### config.mk
export PLATFORM = sky130hd
export DESIGN_NAME = mem_ctrl
export DESIGN_NICKNAME = d
export VERILOG_FILES = /design/src/rtl/mem_ctrl_pkg.sv /design/src/rtl/mem_ctrl.sv
export SDC_FILE = /design/constraint.sdc
export NUM_CORES = 1
export LEC_CHECK = 0
export CORE_MARGIN = 3
export CORE_UTILIZATION = 45
export CTS_BUF_LIST = sky130_fd_sc_hd__clkbuf_4 sky130_fd_sc_hd__clkbuf_8 sky130_fd_sc_hd__clkbuf_16
export CTS_CLUSTER_SIZE = 14
export DETAILED_ROUTE_END_ITERATION = 8
export GPL_TIMING_DRIVEN = 0
export PLACE_DENSITY = 0.84
export RECOVER_POWER = 100
export SKIP_LAST_GASP = 1
export SYNTH_ARGS = -nofsm -noshare
export SYNTH_HDL_FRONTEND = slang
export SYNTH_SLANG_ARGS = --single-unit
### constraint.sdc
create_clock -name clk -period 2.3 [get_ports clk]
set_input_delay 0.575 -clock clk [delete_from_list [all_inputs] [get_ports clk]]
set_output_delay 0.575 -clock clk [all_outputs]
set_load 0.01 [all_outputs]
### src/rtl/mem_ctrl_pkg.sv
// mem_ctrl_pkg: shared FSM states, access-size codes and byte-count helper for mem_ctrl
package mem_ctrl_pkg;
   typedef enum logic [1:0] {IDLE, IC_RD, LSB_RD, LSB_WR} state_t;
   localparam logic [1:0] SZ_B = 2'b00;
   localparam logic [1:0] SZ_H = 2'b01;
   localparam logic [1:0] SZ_W = 2'b10;
   function automatic logic [2:0] size_to_bytes(input logic [1:0] sz);
      return sz == SZ_B ? 3'd1 : sz == SZ_H ? 3'd2 : 3'd4;
   endfunction
endpackage

### src/rtl/mem_ctrl.sv
// mem_ctrl: serialises fetch and load/store requests into byte accesses on a byte-wide RAM
// ports: clk/rst_n (sync, active-low); ic_asking/ic_addr -> ic_data/ic_data_ready (fetch);
//        lsb_req/lsb_we/lsb_size/lsb_addr/lsb_wdata -> lsb_rdata/lsb_ready (load/store);
//        flush cancels reads; mem_din/mem_dout/mem_a/mem_wr drive the RAM
module mem_ctrl
   import mem_ctrl_pkg::*;
#(
   parameter int ADDR_W = 32
) (
   input  logic              clk,
   input  logic              rst_n,
   input  logic              ic_asking,
   input  logic [ADDR_W-1:0] ic_addr,
   output logic [31:0]       ic_data,
   output logic              ic_data_ready,
   input  logic              lsb_req,
   input  logic              lsb_we,
   input  logic [1:0]        lsb_size,
   input  logic [ADDR_W-1:0] lsb_addr,
   input  logic [31:0]       lsb_wdata,
   output logic [31:0]       lsb_rdata,
   output logic              lsb_ready,
   input  logic              flush,
   input  logic [7:0]        mem_din,
   output logic [7:0]        mem_dout,
   output logic [ADDR_W-1:0] mem_a,
   output logic              mem_wr
);
   state_t            state_q, state_d;
   logic [1:0]        cnt_q, cnt_d;
   logic [2:0]        nb_q, nb_d;
   logic [ADDR_W-1:0] base_q, base_d;
   logic [31:0]       buf_q, buf_d;
   logic              ic_pend_q, ic_pend_d;
   logic [ADDR_W-1:0] ic_addr_q, ic_addr_d;
   logic              lsb_pend_q, lsb_pend_d;
   logic              l_we_q, l_we_d;
   logic [1:0]        l_sz_q, l_sz_d;
   logic [ADDR_W-1:0] l_addr_q, l_addr_d;
   logic [31:0]       l_wdata_q, l_wdata_d;
   logic [31:0]       ic_data_d, lsb_rdata_d;
   logic              ic_rdy_d, lsb_rdy_d, mem_wr_d;
   logic [7:0]        mem_dout_d;
   logic [ADDR_W-1:0] mem_a_d;
   logic              ic_new, lsb_new, ic_go, lsb_go, last;
   // reads arriving with flush are dropped; stores always survive, pending or new
   assign ic_new    = ic_asking & ~flush;
   assign lsb_new   = lsb_req & (lsb_we | ~flush);
   assign ic_go     = ic_new | (ic_pend_q & ~flush);
   assign lsb_go    = lsb_new | (lsb_pend_q & ~(flush & ~l_we_q));
   assign ic_addr_d = ic_new ? ic_addr : ic_addr_q;
   assign l_we_d    = lsb_new ? lsb_we : l_we_q;
   assign l_sz_d    = lsb_new ? lsb_size : l_sz_q;
   assign l_addr_d  = lsb_new ? lsb_addr : l_addr_q;
   assign l_wdata_d = lsb_new ? lsb_wdata : l_wdata_q;
   assign last      = {1'b0, cnt_q} == nb_q - 3'd1;
   always_comb begin
      state_d     = state_q;
      cnt_d       = cnt_q;
      nb_d        = nb_q;
      base_d      = base_q;
      buf_d       = buf_q;
      ic_pend_d   = ic_go;
      lsb_pend_d  = lsb_go;
      ic_data_d   = ic_data;
      lsb_rdata_d = lsb_rdata;
      ic_rdy_d    = 1'b0;
      lsb_rdy_d   = 1'b0;
      mem_wr_d    = mem_wr;
      mem_dout_d  = mem_dout;
      mem_a_d     = mem_a;
      case (state_q)
         IDLE: begin
            if (lsb_go) begin
               lsb_pend_d = 1'b0;
               base_d     = l_addr_d;
               mem_a_d    = l_addr_d;
               cnt_d      = 2'd0;
               nb_d       = size_to_bytes(l_sz_d);
               buf_d      = l_we_d ? l_wdata_d : 32'd0;
               mem_wr_d   = l_we_d;
               mem_dout_d = l_we_d ? l_wdata_d[7:0] : mem_dout;
               state_d    = l_we_d ? LSB_WR : LSB_RD;
            end else if (ic_go) begin
               ic_pend_d = 1'b0;
               base_d    = ic_addr_d;
               mem_a_d   = ic_addr_d;
               cnt_d     = 2'd0;
               nb_d      = 3'd4;
               buf_d     = 32'd0;
               state_d   = IC_RD;
            end
         end
         IC_RD, LSB_RD: begin
            if (flush) begin
               state_d = IDLE;
            end else begin
               // buffer starts cleared, so short loads come out zero-extended
               buf_d[{cnt_q, 3'b000} +: 8] = mem_din;
               if (last) begin
                  state_d     = IDLE;
                  ic_rdy_d    = state_q == IC_RD;
                  lsb_rdy_d   = state_q == LSB_RD;
                  ic_data_d   = state_q == IC_RD ? buf_d : ic_data;
                  lsb_rdata_d = state_q == LSB_RD ? buf_d : lsb_rdata;
               end else begin
                  cnt_d   = cnt_q + 2'd1;
                  mem_a_d = base_q + ADDR_W'(cnt_d);
               end
            end
         end
         LSB_WR: begin
            if (last) begin
               mem_wr_d  = 1'b0;
               lsb_rdy_d = 1'b1;
               state_d   = IDLE;
            end else begin
               cnt_d      = cnt_q + 2'd1;
               mem_a_d    = base_q + ADDR_W'(cnt_d);
               mem_dout_d = buf_q[{cnt_d, 3'b000} +: 8];
            end
         end
         default: state_d = IDLE;
      endcase
   end
   always_ff @(posedge clk) begin
      if (!rst_n) begin
         state_q       <= IDLE;
         cnt_q         <= 2'd0;
         nb_q          <= 3'd0;
         base_q        <= '0;
         buf_q         <= 32'd0;
         ic_pend_q     <= 1'b0;
         ic_addr_q     <= '0;
         lsb_pend_q    <= 1'b0;
         l_we_q        <= 1'b0;
         l_sz_q        <= 2'd0;
         l_addr_q      <= '0;
         l_wdata_q     <= 32'd0;
         ic_data       <= 32'd0;
         ic_data_ready <= 1'b0;
         lsb_rdata     <= 32'd0;
         lsb_ready     <= 1'b0;
         mem_dout      <= 8'd0;
         mem_a         <= '0;
         mem_wr        <= 1'b0;
      end else begin
         state_q       <= state_d;
         cnt_q         <= cnt_d;
         nb_q          <= nb_d;
         base_q        <= base_d;
         buf_q         <= buf_d;
         ic_pend_q     <= ic_pend_d;
         ic_addr_q     <= ic_addr_d;
         lsb_pend_q    <= lsb_pend_d;
         l_we_q        <= l_we_d;
         l_sz_q        <= l_sz_d;
         l_addr_q      <= l_addr_d;
         l_wdata_q     <= l_wdata_d;
         ic_data       <= ic_data_d;
         ic_data_ready <= ic_rdy_d;
         lsb_rdata     <= lsb_rdata_d;
         lsb_ready     <= lsb_rdy_d;
         mem_dout      <= mem_dout_d;
         mem_a         <= mem_a_d;
         mem_wr        <= mem_wr_d;
      end
   end
endmodule
Yosys cells after proc, flatten, opt, wreduce, memory -nomap -nowiden. Index checks and enable logic that the tools add are counted.

Bits in registers: 279. Input bits: 112. Output and inout bits: 107. Word-level logic and storage cells: 110.

Add/subtract/negate cells: 4. Equal/unequal tests: 11. Shift operators: 3. Muxes and demuxes: 44. Bitwise operators: 14. Reduce and logical (&&, ||, !) cells: 15.

Operators with widths (count): 32-bit 2-to-1 mux (11); 32-bit one-hot mux with 3 select lines (1); 32-bit one-hot mux with 2 select lines (1); 32-bit by 2-bit adder with 32-bit output (1); 32-bit bitwise mux (1); 8-bit by 7-bit variable shift with 32-bit output (first input constant) (1); 32-bit by 6-bit indexed part select with 8-bit output (1); 8-bit by 7-bit indexed part select with 32-bit output (1); 8-bit 2-to-1 mux (3); 2-bit 2-to-1 mux (9); 8-bit one-hot mux with 2 select lines (1); 3-bit 2-to-1 mux (4); 2-bit one-hot mux with 3 select lines (2); 4-bit AND reduction (3); 2-bit inequality test (second input constant) (5); 1-bit 2-to-1 mux (9); 5-bit negation with 7-bit output (1); 1-bit NOT (6); 3-bit AND reduction (2); 2-bit nonzero test (3); 1-bit AND (5); 2-bit by 1-bit == test with 1-bit output (second input constant) (2); 2-bit == test (second input constant) (2); 2-bit logical NOT (2); 9 further kinds (14).

Longest topological paths before layout. Gate-level depths: netlist (run 1).

Depth after elaboration: 8. Mapped depth: 10. Gate-level depth less buffers: 8.

Least setup slack after synthesis (run 1). Ideal clock, no wire load.

Path kind: register -> register. Start point: reg cnt_q[0]. End point: reg mem_a[27]. Setup time: 0.126 ns. Arrival: 2.360 ns. Data required time: 2.174 ns. Path slack: -0.186 ns. Stages on the path, launching flop included: 10. Path buffers: 1. Period minus slack after synthesis: 2.486 ns. Cell sequence: dfxtp_1 -> inv_1 -> ha_1 -> ha_1 -> a21oi_1 -> nand4bb_1 -> clkbuf_1 -> o32ai_1 -> a311oi_1 -> o21ai_0.

Cells in the longest elaborated chain, start to end: 5. Elaborated cells between the ends (all ways): 6. Those cells by class: add/sub: 2; eq/ne: 1; mux: 3.

RTL lines: start, declared (line mem_ctrl.sv:30) `logic [1:0] cnt_q, cnt_d;`; start signal, assigned (line mem_ctrl.sv:149) `cnt_q <= cnt_d;`; 2-bit by 1-bit adder with 2-bit output (line mem_ctrl.sv:107, mem_ctrl.sv:118); 32-bit by 2-bit adder with 32-bit output (line mem_ctrl.sv:108, mem_ctrl.sv:119); 32-bit 2-to-1 mux * (line mem_ctrl.sv:100, mem_ctrl.sv:113); 32-bit 2-to-1 mux (line mem_ctrl.sv:95) `if (flush) begin`; 32-bit one-hot mux with 3 select lines * (line mem_ctrl.sv:72) `case (state_q)`; end signal, assigned (line mem_ctrl.sv:165) `mem_a <= mem_a_d;`; end, declared (line mem_ctrl.sv:26) `output logic [ADDR_W-1:0] mem_a,`.

Mark *: on every way between the ends. The rest lies on a longest branch, timed or not. The select of a mux whose other input is x is not followed. A chain may end at the register's enable or synchronous reset.

Worst setup path after layout (run 1).
Start point: reg cnt_q[1]. End point: reg mem_a[29].

Same word-level chain as after synthesis.

==> results of run 1 <==
[worst paths after layout]
kind / from / end / slack [ps] / cells after the start
setup / recovery: cnt_q[1] / mem_a[29] / -5 / 9
setup reg to reg: cnt_q[1] / mem_a[29] / -5 / 9
hold / removal: mem_a[18] / mem_a[18] / 470 / 2
hold reg to reg: mem_a[18] / mem_a[18] / 470 / 2
[state kept, by name, indices dropped and copies added (netlist names), 3 cells and up]
register / flops
ic_data: 32
lsb_rdata: 32
l_wdata_q: 32
mem_dout: 8
ic_addr_q: 32
base_q: 32
nb_q: 3
mem_a: 32
l_addr_q: 32
buf_q: 32
[cell families (layout without fill, tap and decap cells)]
group,after synthesis,count (layout),share of synthesized area (%)
XOR/XNOR,19,19,1.31
AND/OR/NAND/NOR,437,437,16.6
multiplexers,59,59,5.48
buffers and inverters,148,429,5.09
flip-flops,279,279,44.1
adder cells (fa/ha/maj),14,14,1.44
AO/OA/AOI/OAI,481,481,26.0
[final cells by class]
| class | instances | area [sq um] |
|---|---|---|
| Clock inverter | 15 | 209 |
| Timing Repair Buffer | 229 | 2250 |
| Inverter | 15 | 62.6 |
| Clock buffer | 38 | 818 |
| Sequential cell | 279 | 5590 |
| Fill cell | 2288 | 10500 |
| Buffer | 132 | 676 |
| Tap cell | 372 | 465 |
| Multi-Input combinational cell | 1010 | 6760 |
[Yosys cell counts (all sizes together), types with 3 or more instances]
master     n
mux2i     48
nand3     48
nand2b     4
nor2     156
xor2       8
dfxtp    279
and3b     24
o211ai    36
o31ai     15
a21o       5
and4       7
o21ai     56
o31a       4
a2111oi   24
a22oi      3
mux2       3
nor3      23
o221ai    33
ha        13
nor2b     34
xnor2     11
o22ai      4
and2       5
o2111ai    3
nor4       8
nand4     13
clkbuf    87
a32oi      3
a211oi    66
mux4       8
nand2    102
and3       3
o21a       4
a21oi    144
inv       13
a31oi     27
o211a     41
buf       46
[per-layer routing]
| layer | GRT usage, % | vias up | wire, um |
|---|---|---|---|
| li1 | - | 5836 | - |
| met1 | 35.0 | 6135 | 17300 |
| met2 | 47.0 | 765 | 21300 |
| met3 | 3.85 | 154 | 3770 |
| met4 | 13.3 | 0 | 2390 |
| met5 | 0 | - | 0 |
[critical path, cell delays in order (launching register included)]
cell and delay [ps]:
dfxtp_4 370, inv_2 60, ha_4 270, ha_1 320, a21oi_4 90, nand4bb_1 240
clkbuf_8 190, nor4_1 330, xnor2_1 180, o22ai_1 100
[power by group through the flow]
stage          Sequential (mW)  Combinational [mW]  Clock, mW
2_1_floorplan             5.72                2.18          0
3_3_place_gp              5.79                3.51          0
3_5_place_dp              5.80                3.58          0
4_1_cts                   5.71                3.72       5.06
5_1_grt                   5.76                4.06       5.27
6_report                  5.73                3.80       5.06
[per-stage QoR]
step / setup slack [ps] / utilization, % / power, mW / setup TNS [ps]
floorplan: 7.07 / - / 7.90 / 0
global placement: -1260 / 56.0 / 9.30 / -143950
detailed placement: -1300 / 56.0 / 9.38 / -160680
CTS: 1.36 / 60.9 / 14.5 / 0
global route: -72.4 / 61.6 / 15.1 / -365
finish: -5.15 / 61.6 / 14.6 / -5.15
[timing repair]
| action | 4_1_cts | 5_1_grt |
|---|---|---|
| endpoints found under the setup margin | 205 | 135 |
| endpoints found under the hold margin | 0 | 0 |
| buffers inserted | 7 | 7 |
| hold buffers | 0 | 0 |
| gates resized for setup | 89 | 54 |
| pin swaps | 6 | 9 |
==> impl_metrics.py, run 1 <==
metrics = {
    "synthesis": {
        "synth-seq-area-share_pct": 44.1,
        "ys_types": 65,
        "mappedNetlistArea_sq_um": 12700,
        "yosysWarnings": 0,
        "synthTopCellsByArea": "dfxtp_1 44%, a21oi_1 5.7%, nor2_1 4.6%",
        "synth_edf_count": 0,
        "synth-async-reset-ratio_pct": 0,
        "yosysTopAreaCellShare_pct": 44.1,
        "synthesis.nets": 1563,
        "ys.flop_type": "dfxtp_1",
        "postSynthCellCount": 1437,
        "yosys.area.top_type": "dfxtp_1",
        "ys_ff_latch": 279,
        "syn_avg_cell_area_sq_um": 8.82,
    },
    "power_and_ir_drop": {
        "power_frac_clock_pct": 34.7,
        "vdd_drop_max_mv": 0.754,
        "p_int_mw": 9.92,
        "seq_power_share_pct": 39.3,
        "leakage_nw": 6.80,
        "swShare_pct": 32.0,
        "powerDensity_nw_per_um2": 866,
        "combPwrFrac_pct": 26.1,
        "p_switching_mw": 4.66,
    },
    "floorplan": {
        "initial_core_util_pct": 46.4,
        "num_rows": 60,
        "ios": 219,
        "core_sq_um": 27300,
        "die_w_um": 174,
        "design.die.area_sq_um": 30200,
        "die_h_um": 174,
    },
    "placed_design": {
        "routabilityCongestion": 0.974,
        "post-place-cells": 2024,
        "io_buffers": 215,
        "dp_hpwl_um": 32600,
        "place_area_sq_um": 15300,
    },
    "global_route": {
        "grt-ovfl-total": 0,
        "grt_max_degree": 15,
        "first_global_vias": 12400,
        "grt_use_total_pct": 27.8,
        "grt_pass1_wl_um": 67800,
        "antenna_found_initial": 0,
    },
    "final_layout": {
        "drive_above_1_share_pct": 11.5,
        "fin_cells": 2090,
        "diodes": 0,
        "final_common_cell": "dfxtp_1",
        "fin_nets": 1822,
        "final_cell_mix": "277 x dfxtp_1, 155 x nor2_1, 142 x a21oi_1",
        "postLayoutCellArea_sq_um": 16800,
        "areaGrowthSynthToFinish_pct": 32.8,
    },
    "timing": {
        "relSlewSlack_pct": 45.9,
        "setup_slack_ps": -5.15,
        "fin_hold_ws_ps": 468,
        "setup_violations": 1,
        "period_share_pct": 100,
        "worst_clock_skew_ps": 15.5,
        "slew_viol_final": 0,
        "worst_pin_slew_ps": 811,
        "final_hold_viol_count": 0,
        "rsz0062_at_grt": "true",
        "post-route-min-period_ps": 2310,
        "clock.fmax_mhz": 434,
    },
    "worst_setup_path": {
        "cp-end-kind": "flop",
        "startpoint_type": "flop",
        "worstSetupPathType": "flop to flop",
        "critPathRequiredTime_ps": 2690,
        "critPathMaxFanout": 6,
        "critical_path_arrival_ps": 2690,
    },
    "status": {
        "status": "finished, violations left",
        "failed_checks": "setup timing",
    },
    "routing": {
        "drt-pass1-iter-count": 7,
        "drt_iter0_markers": 1444,
        "drc": 0,
        "final_antenna_net_count": 0,
        "vias_per_cell": 6.17,
        "finalWirelength_um": 44700,
        "wl_per_cell_um": 21.4,
        "vias": 12900,
    },
    "clock_network": {
        "clock_latency_ps": 550,
        "clkTransAtPathRegs_ps": 60,
        "cts-root-buf": "clkbuf_16",
        "cts_tree": "yes",
        "clock_sinks": 279,
        "htreeDepth": 1,
        "numCtsBuffers": 29,
        "clock_path_buffers": 3,
    },
    "job": {
        "drv_cap": 0,
    },
    "min_path": {
        "hp-class": "flop to flop",
    },
}
Power figures use the tool's default switching activity.
==> run 2, diff against run 1 <==
Settings changed: PLACE_DENSITY 0.84 to 0.82.
Clock period 2.3 ns to 2.7 ns, I/O delays scaled along.
==> run 2 against run 1 <==
The flow now finishes without violations. Critical path depth decreased by 1. Sequential share of layout area up 0.61 points. Clock power fell by 14%. Critical path type is now input pin to flop. Worst hold slack worse by 7.7 ps. Flip-flop and latch count is the same. Power down 16%. Design area fell by 1.9%.
==> impl_metrics.py, run 2 (synthesis results as in run 1) <==
metrics = {
    "routing": {
        "finalWirelength_um": 43900,
        "final_antenna_net_count": 0,
        "drc": 0,
        "drt_iter0_markers": 1196,
        "wl_per_cell_um": 21.1,
        "drt-pass1-iter-count": 7,
        "vias": 12600,
        "vias_per_cell": 6.06,
    },
    "worst_setup_path": {
        "rrSetupSlack_ps": 90,
        "reg2reg_depth": 8,
        "critPathRequiredTime_ps": 3140,
        "rr_endpoint": "mem_a[28]",
        "critPathMaxFanout": 10,
        "crit_start": "flush",
        "startpoint_type": "input pin",
        "critical_path_arrival_ps": 3050,
        "crit_end": "buf_q[31]",
        "worstSetupPathType": "input pin to flop",
        "cp-end-kind": "flop",
        "r2r_start": "cnt_q[1]",
    },
    "min_path": {
        "hp-class": "flop to flop",
        "hold_depth": 2,
    },
    "placed_design": {
        "post-place-cells": 2024,
        "routabilityCongestion": 0.947,
        "dp_hpwl_um": 32700,
        "io_buffers": 215,
    },
    "power_and_ir_drop": {
        "vdd_drop_max_mv": 0.571,
        "power_frac_clock_pct": 35.2,
        "swShare_pct": 32.3,
        "seq_power_share_pct": 39.5,
        "combPwrFrac_pct": 25.4,
        "p_switching_mw": 3.98,
        "p_int_mw": 8.34,
        "leakage_nw": 6.63,
        "power.total_mw": 12.3,
        "powerDensity_nw_per_um2": 746,
    },
    "clock_network": {
        "clock_latency_ps": 550,
        "cts_tree": "yes",
        "clkTransAtPathRegs_ps": 60,
        "clock_sinks": 279,
        "cts-root-buf": "clkbuf_16",
        "htreeDepth": 1,
        "numCtsBuffers": 30,
        "clock_path_buffers": 3,
    },
    "final_layout": {
        "diodes": 0,
        "ff_latch_area_sq_um": 5590,
        "multiInputGateArea_sq_um": 6570,
        "fin_cells": 2083,
        "areaGrowthSynthToFinish_pct": 30.3,
        "num-fill-cells": 2359,
        "final_common_cell": "dfxtp_1",
        "final_util_pct": 60.4,
        "drive_above_1_share_pct": 8.30,
        "fin_nets": 1814,
        "final_cell_mix": "278 x dfxtp_1, 155 x nor2_1, 142 x a21oi_1",
    },
    "timing": {
        "slew_viol_final": 0,
        "final_hold_viol_count": 0,
        "post-route-min-period_ps": 2610,
        "period_share_pct": 96.7,
        "worst_clock_skew_ps": 12.2,
        "relSlewSlack_pct": 48.3,
        "worst_pin_slew_ps": 776,
        "setup_violations": 0,
        "clock.fmax_mhz": 383,
        "rsz0062_at_grt": "true",
    },
    "floorplan": {
        "die_w_um": 174,
        "die_h_um": 174,
        "initial_core_util_pct": 46.4,
        "core_sq_um": 27300,
        "ios": 219,
        "design.die.area_sq_um": 30200,
        "num_rows": 60,
    },
    "global_route": {
        "grt-ovfl-total": 0,
        "first_global_vias": 12000,
        "grt_pass1_wl_um": 67200,
        "grt_use_total_pct": 27.5,
        "antenna_found_initial": 0,
        "grt_max_degree": 15,
    },
    "job": {
        "drv_cap": 0,
    },
    "status": {
        "status": "finished, final reports clean",
    },
}
==> run 2: metal layers <==
layer | track usage [%] | vias to the layer above | part of all wire [%]
met5 | 0 | - | 0
met4 | 11.0 | 0 | 4.8
met3 | 3.85 | 127 | 8.2
met2 | 45.7 | 685 | 46
met1 | 36.1 | 5989 | 41
li1 | - | 5827 | -
==> run 2: worst max-delay path, stage by stage <==
cell,delay (ps)
clkbuf_1,310
inv_1,270
o21ai_0,200
clkbuf_4,300
clkbuf_1,590
mux2i_1,350
o221ai_1,170
o211a_1,170
==> run 2: power groups by stage <==
| stage | registers [mW] | logic, mW | clock network, mW |
|---|---|---|---|
| after floorplan | 4.87 | 1.85 | 0 |
| after global placement | 4.93 | 3.00 | 0 |
| after detailed placement | 4.94 | 3.05 | 0 |
| after CTS | 4.85 | 3.10 | 4.33 |
| final | 4.86 | 3.13 | 4.33 |
| after global routing | 4.90 | 3.35 | 4.50 |
==> run 2: timing repair <==
action | CTS | global route
pin swaps | 0 | 2
resized for setup | 25 | 39
hold buffers | 0 | 0
endpoints found under the hold margin | 0 | 0
buffers inserted | 0 | 4
endpoints found under the setup margin | 101 | 152
==> run 2: worst min-delay path by stage <==
stage	start	endpoint
floorplan	nb_q[1]	nb_q[1]
detailed placement	base_q[0]	base_q[0]
global route	mem_a[8]	mem_a[8]
CTS	base_q[0]	base_q[0]
finish	mem_a[3]	mem_a[3]
global placement	nb_q[1]	nb_q[1]
==> run 2: area by class of cell <==
type                    instances  share of cell area [%]
well taps                     372                    2.82
plain buffers                 133                    3.65
inverters                      15                   0.364
clock buffers                  39                    5.29
multi-input cells            1010                    39.8
repair buffers                219                    13.2
flip-flops and latches        279                    33.8
clock inverters                16                    1.09
==> run 2: stage by stage <==
stage / worst slack (ps) / hold WS, ps / TNS (ps) / area [sq um]
2_1_floorplan: 214 / 432 / 0 / 12700
3_3_place_gp: -852 / 442 / -88250 / 15300
3_5_place_dp: -908 / 456 / -87140 / 15300
4_1_cts: -79.1 / 465 / -174 / 16400
5_1_grt: -18.9 / 485 / -58.8 / 16500
6_report: 88.3 / 460 / 0 / 16500
==> run 3, diff against run 2 <==
Settings changed: PLACE_DENSITY 0.82 to 0.84.
Clock period 2.7 ns to 2.21 ns, I/O delays scaled along.
==> run 3 against run 2 <==
The run now ends with setup timing left. Sequential share of layout area is 1.3 points lower. Combinational power rose by 30%. Non-clock buffer count rose by 20. Clock power up 22%. Global-route usage increased by 0.36 points. Highest routed layer unchanged. First-iteration DRC count increased by 11%. Power up 24%. Final cell count rose by 1.0%. Utilization grew 2.4 points. Register-to-register slack worse by 70 ps. Count of clock-buffer cells in the layout increased by 1. Setup slack got worse by 110 ps.
==> impl_metrics.py, run 3 (synthesis results as in run 1) <==
metrics = {
    "status": {
        "status": "finished, violations left",
        "failed_checks": "setup timing",
    },
    "worst_setup_path": {
        "cp-end-kind": "flop",
        "critPathMaxFanout": 10,
        "cpPeakStageDelay_ps": 380,
        "r2r_start": "lsb_pend_q",
        "worstSetupPathType": "input pin to flop",
        "reg2reg_depth": 8,
        "path_cells": "dlygate4sd2_1, o21ba_1, buf_4, or2_1, buf_6, clkbuf_2, a31oi_1, nor2_1, o31ai_1",
        "critical_path_arrival_ps": 2690,
        "cpMaxStageDelayCell": "a31oi_1",
        "critPathRequiredTime_ps": 2660,
        "startpoint_type": "input pin",
        "rr_endpoint": "mem_a[13]",
        "rrSetupSlack_ps": 20,
    },
    "routing": {
        "wl_per_cell_um": 21.4,
        "vias_per_cell": 6.18,
        "final_antenna_net_count": 0,
        "drt_iter0_markers": 1323,
        "vias": 13000,
        "finalWirelength_um": 45100,
        "drt-pass1-iter-count": 6,
        "drc": 0,
    },
    "floorplan": {
        "num_rows": 60,
        "die_h_um": 174,
        "design.die.area_sq_um": 30200,
        "ios": 219,
        "die_w_um": 174,
        "initial_core_util_pct": 46.4,
        "core_sq_um": 27300,
    },
    "timing": {
        "clock.fmax_mhz": 448,
        "worst_pin_slew_ps": 824,
        "post-route-min-period_ps": 2230,
        "final_hold_viol_count": 0,
        "rsz0062_at_grt": "true",
        "setup_slack_ps": -24.2,
        "relSlewSlack_pct": 45.1,
        "slew_viol_final": 0,
        "setup_violations": 1,
        "period_share_pct": 101,
        "worst_clock_skew_ps": 19.2,
    },
    "power_and_ir_drop": {
        "vdd_drop_max_mv": 0.678,
        "leakage_nw": 6.99,
        "powerDensity_nw_per_um2": 891,
    },
    "clock_network": {
        "cts_tree": "yes",
        "cts-root-buf": "clkbuf_16",
        "clock_sinks": 279,
        "clkTransAtPathRegs_ps": 60,
        "clock_path_buffers": 3,
        "numCtsBuffers": 30,
        "htreeDepth": 1,
        "clock_latency_ps": 550,
    },
    "final_layout": {
        "diodes": 0,
        "postLayoutCellArea_sq_um": 17200,
        "areaGrowthSynthToFinish_pct": 35.6,
        "drive_above_1_share_pct": 13.8,
        "fin_nets": 1834,
        "final_cell_mix": "277 x dfxtp_1, 154 x nor2_1, 142 x a21oi_1",
        "final_common_cell": "dfxtp_1",
    },
    "job": {
        "drv_cap": 0,
    },
    "min_path": {
        "hold_depth": 3,
        "worstHoldEndpoint": "l_we_q",
        "min-delay-start": "lsb_req",
        "hp-class": "input pin to flop",
    },
    "global_route": {
        "grt_use_total_pct": 27.8,
        "antenna_found_initial": 0,
        "grt_max_degree": 15,
        "grt_pass1_wl_um": 68100,
        "first_global_vias": 12300,
        "grt-ovfl-total": 0,
    },
    "placed_design": {
        "routabilityCongestion": 0.966,
        "place_area_sq_um": 15300,
        "io_buffers": 215,
        "dp_hpwl_um": 32600,
        "pre_cts_ws_ps": -1320,
    },
}
[run 3: changes by cell type in the layout (fill, tap and decap cells not counted), sizes merged]
cell / previous run / this run
dlygate4sd2: 0 / 2
clkinvlp: 7 / 1
buf: 42 / 58
clkbuf: 135 / 139
clkdlybuf4s50: 107 / 106
clkinv: 7 / 13
[run 3: cell type report]
type	count	area, sq um
timing repair buffer	240	2350
clock inverter	16	159
tap	372	465
multi-input combinational	1010	6930
inverter	15	67.6
buffer	132	716
fill	2197	10100
clock buffer	40	893
sequential	279	5590
[run 3: routing by layer]
| metal | track usage (%) | part of all wire, % | vias up | routed length [um] |
|---|---|---|---|---|
| met5 | 0 | 0 | - | 0 |
| met4 | 13.0 | 5.4 | 0 | 2430 |
| met3 | 3.75 | 9.1 | 154 | 4080 |
| met2 | 47.2 | 48 | 798 | 21400 |
| met1 | 35.2 | 38 | 6192 | 17100 |
| li1 | - | - | 5861 | - |
[run 3: report_power, final]
part	internal, mW	switching (mW)
Clock	3.18	2.09
Sequential	5.54	0.422
Combinational	1.68	2.39
[run 3: critical path, delay by kind of cell]
family	cells	cell delay, ps
buf+inv	4	950
compound gates	3	810
simple gates	2	360
[run 3: worst max-delay path by stage]
stage | startpoint | endpoint | slack [ps]
after floorplan | lsb_we | buf_q[0] | -10
after global placement | flush | mem_a[16] | -1330
after detailed placement | flush | mem_a[20] | -1320
after CTS | nb_q[0] | mem_dout[0] | -7
after global routing | state_q[0] | base_q[15] | -80
final | flush | mem_a[13] | -20
[run 3: through the flow]
stage | power [mW] | utilization, % | TNS [ps] | instances | hold slack (ps)
floorplan | 8.23 | - | -222 | 1437 | 432
global placement | 9.69 | 56.0 | -165380 | 2024 | 445
detailed placement | 9.76 | 56.0 | -172580 | 2024 | 452
CTS | 15.2 | 61.6 | -14.8 | 2092 | 430
global route | 15.8 | 62.9 | -1060 | 2104 | 473
finish | 15.3 | 62.9 | -24.2 | 2104 | 449
[run 3: what timing repair did]
item | in CTS | in global routing
setup buffers | 13 | 12
gates resized for setup | 114 | 92
setup endpoints to repair | 214 | 151
hold buffers | 0 | 0
pin swaps | 10 | 13
